### src/rtl/cnn_pkg.sv
// Shared constants and FSM encoding for the CNN output-channel scheduler.
// Default widths describe the 5x5, 8-bit pixel, 7-bit weight, 4-channel build.
package cnn_pkg;

    localparam int CNN_I_F_BW = 8;
    localparam int CNN_KX     = 5;
    localparam int CNN_KY     = 5;
    localparam int CNN_W_BW   = 7;
    localparam int CNN_CI     = 1;
    localparam int CNN_CO     = 4;
    localparam int CNN_ACI_BW = 22;

    // Scheduler phases: wait for a window, issue it once per channel,
    // collect the channel results, then hold the packed vector.
    typedef enum logic [1:0] {
        ST_IDLE  = 2'd0,
        ST_ISSUE = 2'd1,
        ST_WAIT  = 2'd2,
        ST_OUT   = 2'd3
    } sched_state_e;

endpackage

### src/rtl/cnn_co_weight_sel.sv
// CO:1 weight-set multiplexer. Picks the weight set for the output channel
// currently being issued; an out-of-range index yields all zeros.
module cnn_co_weight_sel #(
    parameter int CO    = 4,
    parameter int SET_W = 175,
    parameter int CNT_W = 3
) (
    input  logic [CO*SET_W-1:0] weights_i,
    input  logic [CNT_W-1:0]    sel_i,
    output logic [SET_W-1:0]    set_o
);

    // Select one weight set by channel index.
    always_comb begin
        set_o = '0;
        for (int c = 0; c < CO; c++) begin
            if (sel_i == CNT_W'(c)) begin
                set_o = weights_i[c*SET_W +: SET_W];
            end
        end
    end

endmodule

### src/rtl/cnn_co_scheduler.sv
// Shares one channel-accumulate datapath across CO output channels: latches a
// window, issues it CO times with each channel's weight set, gathers the CO
// results in issue order and presents them as one packed vector.
// Optional feature: define CNN_SCHED_RELU_EN to clamp negative results to zero
// as they are stored (latency unchanged).
module cnn_co_scheduler
    import cnn_pkg::*;
#(
    parameter int I_F_BW = CNN_I_F_BW,
    parameter int KX     = CNN_KX,
    parameter int KY     = CNN_KY,
    parameter int W_BW   = CNN_W_BW,
    parameter int CI     = CNN_CI,
    parameter int CO     = CNN_CO,
    parameter int ACI_BW = CNN_ACI_BW
) (
    input  logic                           clk,
    input  logic                           reset_n,
    input  logic                           i_in_valid,
    output logic                           o_in_ready,
    input  logic [KX*KY*I_F_BW-1:0]        i_window,
    input  logic [CO*CI*KX*KY*W_BW-1:0]    i_cnn_weight,
    output logic                           o_acc_valid,
    output logic [KX*KY*I_F_BW-1:0]        o_acc_window,
    output logic [CI*KX*KY*W_BW-1:0]       o_acc_weight,
    input  logic                           i_acc_valid,
    input  logic [ACI_BW-1:0]              i_acc_ci_acc,
    output logic                           o_ot_valid,
    input  logic                           i_ot_ready,
    output logic [CO*ACI_BW-1:0]           o_ot_co_acc,
    output logic                           o_busy,
    output logic                           o_err
);

    localparam int WIN_W = KX*KY*I_F_BW;
    localparam int SET_W = CI*KX*KY*W_BW;
    localparam int CNT_W = $clog2(CO+1);

    sched_state_e        state_q, state_d;
    logic [CNT_W-1:0]    issueCnt_q, issueCnt_d;
    logic [CNT_W-1:0]    rspCnt_q, rspCnt_d;
    logic                err_q, err_d;
    logic [WIN_W-1:0]    window_q;
    logic [ACI_BW-1:0]   slot_q [CO];
    logic                storeEn;
    logic                rspAccepted;
    logic                rspDone;
    logic [ACI_BW-1:0]   storeVal;
    logic [SET_W-1:0]    selSet;

`ifdef CNN_SCHED_RELU_EN
    assign storeVal = i_acc_ci_acc[ACI_BW-1] ? '0 : i_acc_ci_acc;
`else
    assign storeVal = i_acc_ci_acc;
`endif

    cnn_co_weight_sel #(
        .CO    (CO),
        .SET_W (SET_W),
        .CNT_W (CNT_W)
    ) u_weight_sel (
        .weights_i (i_cnn_weight),
        .sel_i     (issueCnt_q),
        .set_o     (selSet)
    );

    // State, counters and the sticky error flag.
    always_ff @(posedge clk or negedge reset_n) begin
        if (!reset_n) begin
            state_q    <= ST_IDLE;
            issueCnt_q <= '0;
            rspCnt_q   <= '0;
            err_q      <= 1'b0;
        end else begin
            state_q    <= state_d;
            issueCnt_q <= issueCnt_d;
            rspCnt_q   <= rspCnt_d;
            err_q      <= err_d;
        end
    end

    // Window latch: captured only on the accepting handshake.
    always_ff @(posedge clk or negedge reset_n) begin
        if (!reset_n) begin
            window_q <= '0;
        end else if (state_q == ST_IDLE && i_in_valid) begin
            window_q <= i_window;
        end
    end

    // Result slots: each accepted response fills the next slot in issue order.
    always_ff @(posedge clk or negedge reset_n) begin
        if (!reset_n) begin
            for (int c = 0; c < CO; c++) begin
                slot_q[c] <= '0;
            end
        end else begin
            for (int c = 0; c < CO; c++) begin
                if (storeEn && rspCnt_q == CNT_W'(c)) begin
                    slot_q[c] <= storeVal;
                end
            end
        end
    end

    // Next-state logic, response accounting and handshake outputs.
    always_comb begin
        state_d     = state_q;
        issueCnt_d  = issueCnt_q;
        rspCnt_d    = rspCnt_q;
        err_d       = err_q;
        storeEn     = 1'b0;
        o_in_ready  = 1'b0;
        o_acc_valid = 1'b0;
        o_ot_valid  = 1'b0;

        rspAccepted = i_acc_valid
                      && (state_q == ST_ISSUE || state_q == ST_WAIT)
                      && (rspCnt_q < CNT_W'(CO));
        rspDone     = rspAccepted && (rspCnt_q == CNT_W'(CO-1));

        if (rspAccepted) begin
            storeEn  = 1'b1;
            rspCnt_d = rspCnt_q + CNT_W'(1);
        end else if (i_acc_valid) begin
            err_d = 1'b1;
        end

        case (state_q)
            ST_IDLE: begin
                o_in_ready = 1'b1;
                if (i_in_valid) begin
                    state_d = ST_ISSUE;
                end
            end
            ST_ISSUE: begin
                o_acc_valid = 1'b1;
                if (issueCnt_q == CNT_W'(CO-1)) begin
                    state_d = ST_WAIT;
                end else begin
                    issueCnt_d = issueCnt_q + CNT_W'(1);
                end
            end
            ST_WAIT: begin
                if (rspDone || rspCnt_q == CNT_W'(CO)) begin
                    state_d = ST_OUT;
                end
            end
            ST_OUT: begin
                o_ot_valid = 1'b1;
                if (i_ot_ready) begin
                    state_d    = ST_IDLE;
                    issueCnt_d = '0;
                    rspCnt_d   = '0;
                end
            end
            default: begin
                state_d = ST_IDLE;
            end
        endcase
    end

    // Pack the result slots into the output vector, channel 0 in the low bits.
    always_comb begin
        o_ot_co_acc = '0;
        for (int c = 0; c < CO; c++) begin
            o_ot_co_acc[c*ACI_BW +: ACI_BW] = slot_q[c];
        end
    end

    assign o_acc_window = window_q;
    assign o_acc_weight = (state_q == ST_IDLE) ? '0 : selSet;
    assign o_busy       = (state_q != ST_IDLE);
    assign o_err        = err_q;

endmodule

### config.mk
export PLATFORM = sky130hd
export DESIGN_NAME = cnn_co_scheduler
export DESIGN_NICKNAME = d
export VERILOG_FILES = /design/src/rtl/cnn_pkg.sv /design/src/rtl/cnn_co_weight_sel.sv /design/src/rtl/cnn_co_scheduler.sv
export SDC_FILE = /design/constraint.sdc
export NUM_CORES = 1
export LEC_CHECK = 0
export CAP_MARGIN = 30
export CORE_AREA = 4 4 543 545
export DETAILED_ROUTE_END_ITERATION = 7
export DIE_AREA = 0 0 547 549
export HOLD_SLACK_MARGIN = 0.03
export REMOVE_ABC_BUFFERS = 1
export SLEW_MARGIN = 30
export SYNTH_ARGS = -nofsm -noshare
export SYNTH_HDL_FRONTEND = slang
export SYNTH_SLANG_ARGS = --single-unit
### constraint.sdc
create_clock -name clk -period 1.9 [get_ports clk]
set_clock_uncertainty 0.2 [all_clocks]
set_input_delay 0.19 -clock clk [delete_from_list [all_inputs] [get_ports clk]]
set_output_delay 0.19 -clock clk [all_outputs]
set_load 0.02 [all_outputs]
# [After elaboration in Yosys (flattened, before gate mapping)]
# Cells that the tools add are included.
[word_totals] inputBits=927 word_cells=66 output_inout_bits=468 register_bits=297
[classes] n_bitwise=1 eq_ne=15 mux=20 reduce_logical=18 magnitude_cmp=1 n_addsub=2
[op_table] op="2-to-1 mux 175 bit" n=5
[op_table] op="2-to-1 mux 3 bit" n=5
[op_table] op="== test 3 x 2 -> 1 bit, second input constant" n=4
[op_table] op="logical AND 1 bit" n=8
[op_table] op="2-to-1 mux 2 bit" n=4
[op_table] op="one-hot mux 2 bit (4 select lines)" n=1
[op_table] op="adder 3 x 1 -> 3 bit, second input constant" n=2
[op_table] op="== test 3 x 1 -> 1 bit, second input constant" n=2
[op_table] op="zero test 3 bit" n=2
[op_table] op="!= test 2 bit, second input constant" n=3
[op_table] op="one-hot mux 3 bit (2 select lines)" n=1
[op_table] op="== test 2 bit, second input constant" n=2
[op_table] op="2-to-1 mux 1 bit" n=4
[op_table] op="!= test 2 x 1 -> 1 bit, second input constant" n=2
[op_table] op="AND reduction 4 bit" n=1
[op_table] op="nonzero test 2 bit" n=2
[op_table] op="== test 3 bit, second input constant" n=1
[op_table] op="< comparator 3 bit, second input constant" n=1
[op_table] op="AND reduction 3 bit" n=1
[op_table] op="== test 2 x 1 -> 1 bit, second input constant" n=1
[op_table] op="zero test 2 bit" n=1
[op_table] op="logical OR 1 bit" n=2
[op_table] op="AND reduction 2 bit" n=1
[op_table] op="inverter 1 bit" n=1

# [Depth between registers and ports, before layout]
[depth] ltp_word=8 ltp_mapped=9 mapped_depth_nobuf=6

# [By module]
# Synthesis repeated with hierarchy kept, for this count alone.
[unflattened] cells_unflattened=1472 area_unflattened_um2=17633.2
[by_module_without_submodules] module="cnn_co_scheduler" area_per_inst_um2=12438.2 seq_area_each_um2=7432.1 cells_each=867 n_inst=1
[by_module_without_submodules] module="cnn_co_weight_sel" area_per_inst_um2=5195.0 seq_area_each_um2=0.0 cells_each=605 n_inst=1

# [Worst setup path after synthesis]
# Ideal clock, no wire load.
[synth_timing] kind="reg-to-output" from="register state_q[0]" to="output port o_acc_weight[83]" setup_slack_ps=-390 required_ps=1510 n_path_buf=3 arrival_ps=1900 stages_incl_launch_ff=7 cell_sequence="dfrtp_1 -> inv_1 -> ha_1 -> buf_2 -> clkbuf_1 -> clkbuf_1 -> nor3_1"
[synth_between] elab_chain_cells=2
[synth_rtl] element="from (decl)" line="cnn_co_scheduler.sv:39" text="sched_state_e state_q, state_d;"
[synth_rtl] element="from (signal assigned)" line="cnn_co_scheduler.sv:75" text="state_q <= state_d;"
[synth_rtl] element="zero test 2 bit" line="cnn_co_scheduler.sv:172" text="assign o_acc_weight = (state_q == ST_IDLE) ? '0 : selSet;"
[synth_rtl] element="2-to-1 mux 175 bit" line="cnn_co_scheduler.sv:172"
[synth_rtl] element="to (decl)" line="cnn_co_scheduler.sv:25" text="output logic [CI*KX*KY*W_BW-1:0] o_acc_weight,"
# Every way passes these cells.

# [Worst setup path in the final report]
[layout_timing] from="register issueCnt_q[0]" to="output port o_acc_weight[124]"
[layout_between] elab_chain_cells=6 elab_cells_between_ends=9 classes_between="eq/ne (3); mux (5); reduce/logical (1)"
[layout_rtl] element="from (decl)" line="cnn_co_scheduler.sv:40" text="logic [CNT_W-1:0] issueCnt_q, issueCnt_d;"
[layout_rtl] element="from (signal assigned)" line="cnn_co_scheduler.sv:76" text="issueCnt_q <= issueCnt_d;"
[layout_rtl] element="zero test 3 bit" line="cnn_co_weight_sel.sv:17" text="if (sel_i == CNT_W'(c)) begin"
[layout_rtl] element="2-to-1 mux 175 bit (3 in a row)" line="cnn_co_weight_sel.sv:17"
[layout_rtl] element="2-to-1 mux 175 bit *" line="cnn_co_weight_sel.sv:17"
[layout_rtl] element="2-to-1 mux 175 bit *" line="cnn_co_scheduler.sv:172"
# Every way passes the cells marked *; elsewhere a longest branch is shown, timed or not.

==> summary.txt <==
Synthesis
  • Number of distinct library cells after synthesis: 32
  • Synth Cell Area: 0.0181 mm²
  • Sequential area share after synthesis: 0.410
  • Mapped Cells: 1515
  • Yosys warnings: 0
  • Synth area leaders: dfrtp_1 (41%), mux2_2 (16%), a22o_1 (8.4%)
  • FF+latch count, synth: 297
  • Most area-hungry cell type in the Yosys netlist: dfrtp_1
  • Share of the synthesized area in the top cell type: 0.410
  • Avg Cell Area, Syn: 12.0 µm²

Drt
  • Vias post-DR: 22272
  • Wirelength per Cell: 26.5 µm
  • Via/cell ratio: 3.05
  • Total wire length: 193000 µm
  • First-pass DRT Iterations: 5
  • DR iter-0 viols: 1152
  • Drt drc: 0
  • Post-route ant nets: 0

GRT
  • Largest net degree at the start of global routing: 69
  • Overall Global Routing Usage: 0.118
  • First-pass GRT wire length: 238000 µm
  • Antenna violations before repair: 92
  • Global route overflow: 0
  • Vias in the first global route: 23770

Clocking
  • # clock sinks: 297
  • H-tree depth: 1
  • CTS tree: built
  • Root Driver: clkbuf_16
  • Clk slew on worst S/H paths: 0.06 ns
  • CTS buffer count: 31
  • Bufs on Longest Clock Path: 3
  • Clock Latency Late Sink: 0.62 ns

Hold path
  • Worst hold path class: primary input to flop

Cells and area
  • Share of post-route cells with drive strength above 1: 0.385
  • Total Nets Final: 4291
  • Most frequent cells in the layout: clkdlybuf4s50_1 (1167), dfrtp_1 (297), mux2_2 (254)
  • P&R area growth vs syn: 167%
  • Final instance area: 0.0484 mm²
  • Commonest non-fill, non-tap cell in the layout: clkdlybuf4s50_1

Timing
  • Final worst-path setup slack: -1.43 ns
  • Slew headroom: 0.628
  • Worst slew pin tran: 0.558 ns
  • Final worst path period share: 1.75
  • Fin. Hold Viols: 0
  • Max Clock Freq: 0.300 GHz
  • Max-slew violations: 0
  • Tmin final: 3.33 ns
  • RSZ-0062 raised after global routing: yes
  • Final setup fails: 709

Setup path
  • Crit-path max FO: 7
  • Flop-to-flop setup slack: -0.44 ns
  • Setup crit end kind: primary output
  • Crit path DAT: 2.94 ns
  • Crit start category: flop
  • Crit Path Class: flop to primary output
  • Critical path data required time: 1.51 ns

Floorplanning
  • Initial Util: 0.0625
  • Die Wd: 547 µm
  • Num ports: 1395
  • Die ar.: 0.300 mm²
  • Core area: 0.290 mm²
  • Num rows: 198
  • Die Height: 549 µm

Status
  • Failing checks: setup timing
  • Status: finished with violations

Placed design
  • Placer Congestion: 1.01
  • PortBufs: 1394
  • Dpl hpwl: 163000 µm
  • Placed instance area: 0.0403 mm²

Power and ir drop
  • Static Leak: 18.2 nW
  • Total power: 92.0 mW
  • Pwr dens: 1900 mW/mm²
  • VDD IR-drop max: 1.20 mV

Flow run
  • MaxCap Viol Count: 0
-- Yosys cell counts, drive strengths merged --
library cell and instances:
o22a 2, a31o 1, mux2 290, a31oi 1
ha 15, dfrtp 297, a21oi 5, o211ai 1
clkbuf 50, a221oi 175, and3b 1, buf 117
nor2b 177, inv 12, nor2 2, o21ai 3
nand2b 2, o21bai 1, a22o 175, nand4 1
nor3 176, nand2 10, xnor2 1
-- critical path: stages, from the launching register on --
cell	delay, ns
dfrtp_1	0.41
inv_2	0.09
buf_6	0.10
ha_4	0.14
nor2b_4	0.18
buf_12	0.14
buf_16	0.16
buf_12	0.15
buf_16	0.14
buf_8	0.14
a221oi_2	0.08
nor3_4	0.39
buf_12	0.17
-- metal layers --
metal	share of wire	routed length [µm]	track usage	vias up
li1	-	-	-	9577
met1	0.35	67100	0.123	10998
met2	0.50	96500	0.210	1350
met3	0.10	20200	0.0484	309
met4	0.048	9370	0.0464	38
met5	0.0014	265	0	-
-- sequential cells by signal, summed over array words and instances, names as in the netlist --
signal        count
o_acc_window    200
state_q           2
rspCnt_q          3
o_ot_co_acc      88
o_err             1
issueCnt_q        3
-- path summary, 6_finish.rpt --
kind / start / to / cells after the start
setup / recovery: issueCnt_q[0] / o_acc_weight[124] / 12
hold / removal: i_window[86] / o_acc_window[86] / 2
setup reg to reg: issueCnt_q[1] / state_q[1] / 9
hold reg to reg: o_err / o_err / 1
max in group asynchronous: reset_n / o_ot_co_acc[36] / 4
min in group asynchronous: reset_n / o_acc_window[35] / 3
-- per-stage QoR --
| stage | hold slack, ns | TNS (ns) | std cells | utilization | worst slack, ns |
|---|---|---|---|---|---|
| after global placement | -0.00828 | -229.60 | 6932 | 0.139 | -1.61 |
| after global routing | 0.0326 | -367.25 | 7301 | 0.167 | -1.50 |
| after CTS | 0.0356 | -337.89 | 7200 | 0.157 | -1.47 |
| final | 0.0611 | -298.40 | 7308 | 0.167 | -1.43 |
| after floorplan | -0.306 | -3988.27 | 1348 | - | -12.10 |
| after detailed placement | -0.00411 | -232.58 | 6932 | 0.139 | -1.37 |
-- power by group --
part	switching [mW]	total, mW	internal, mW	leakage (nW)
registers	1.92	11.5	9.54	3.56
clock network	2.77	6.20	3.43	0.491
logic	37.6	74.3	36.7	14.1
-- cells by family (layout without fill, tap and decap cells) --
| family | count (synthesis) | in the layout | share of synthesized area |
|---|---|---|---|
| and+or+nand+nor | 369 | 369 | 0.142 |
| AOI/OAI and AO/OA | 364 | 364 | 0.208 |
| DFF | 297 | 297 | 0.410 |
| muxes | 290 | 290 | 0.180 |
| buffers and inverters | 179 | 2034 | 0.0492 |
| adders and majority gates | 15 | 15 | 0.0103 |
| xor gates and xnor gates | 1 | 1 | 0.000483 |
| other | 0 | 38 | 0 |
-- cell type report --
class                      instances  area [µm²]
antenna                           38        95.1
clock buffer                      44         905
inverter                          12        47.5
clock inverter                    10        97.6
fill                           31739      242000
sequential                       297        7430
tap                             3900        4880
timing repair buffer            1968       22400
multi-input combinational       1039       12500
-- repair_timing --
action                                 in CTS  in global routing
gates resized for setup                   453                324
pin swaps                                 185                200
setup endpoints to repair                 740                740
buffers inserted                           44                 76
endpoints found under the hold margin     468                  0
hold buffers                              169                  0
gates cloned                               17                 29
(Power assumes the default switching activity.)
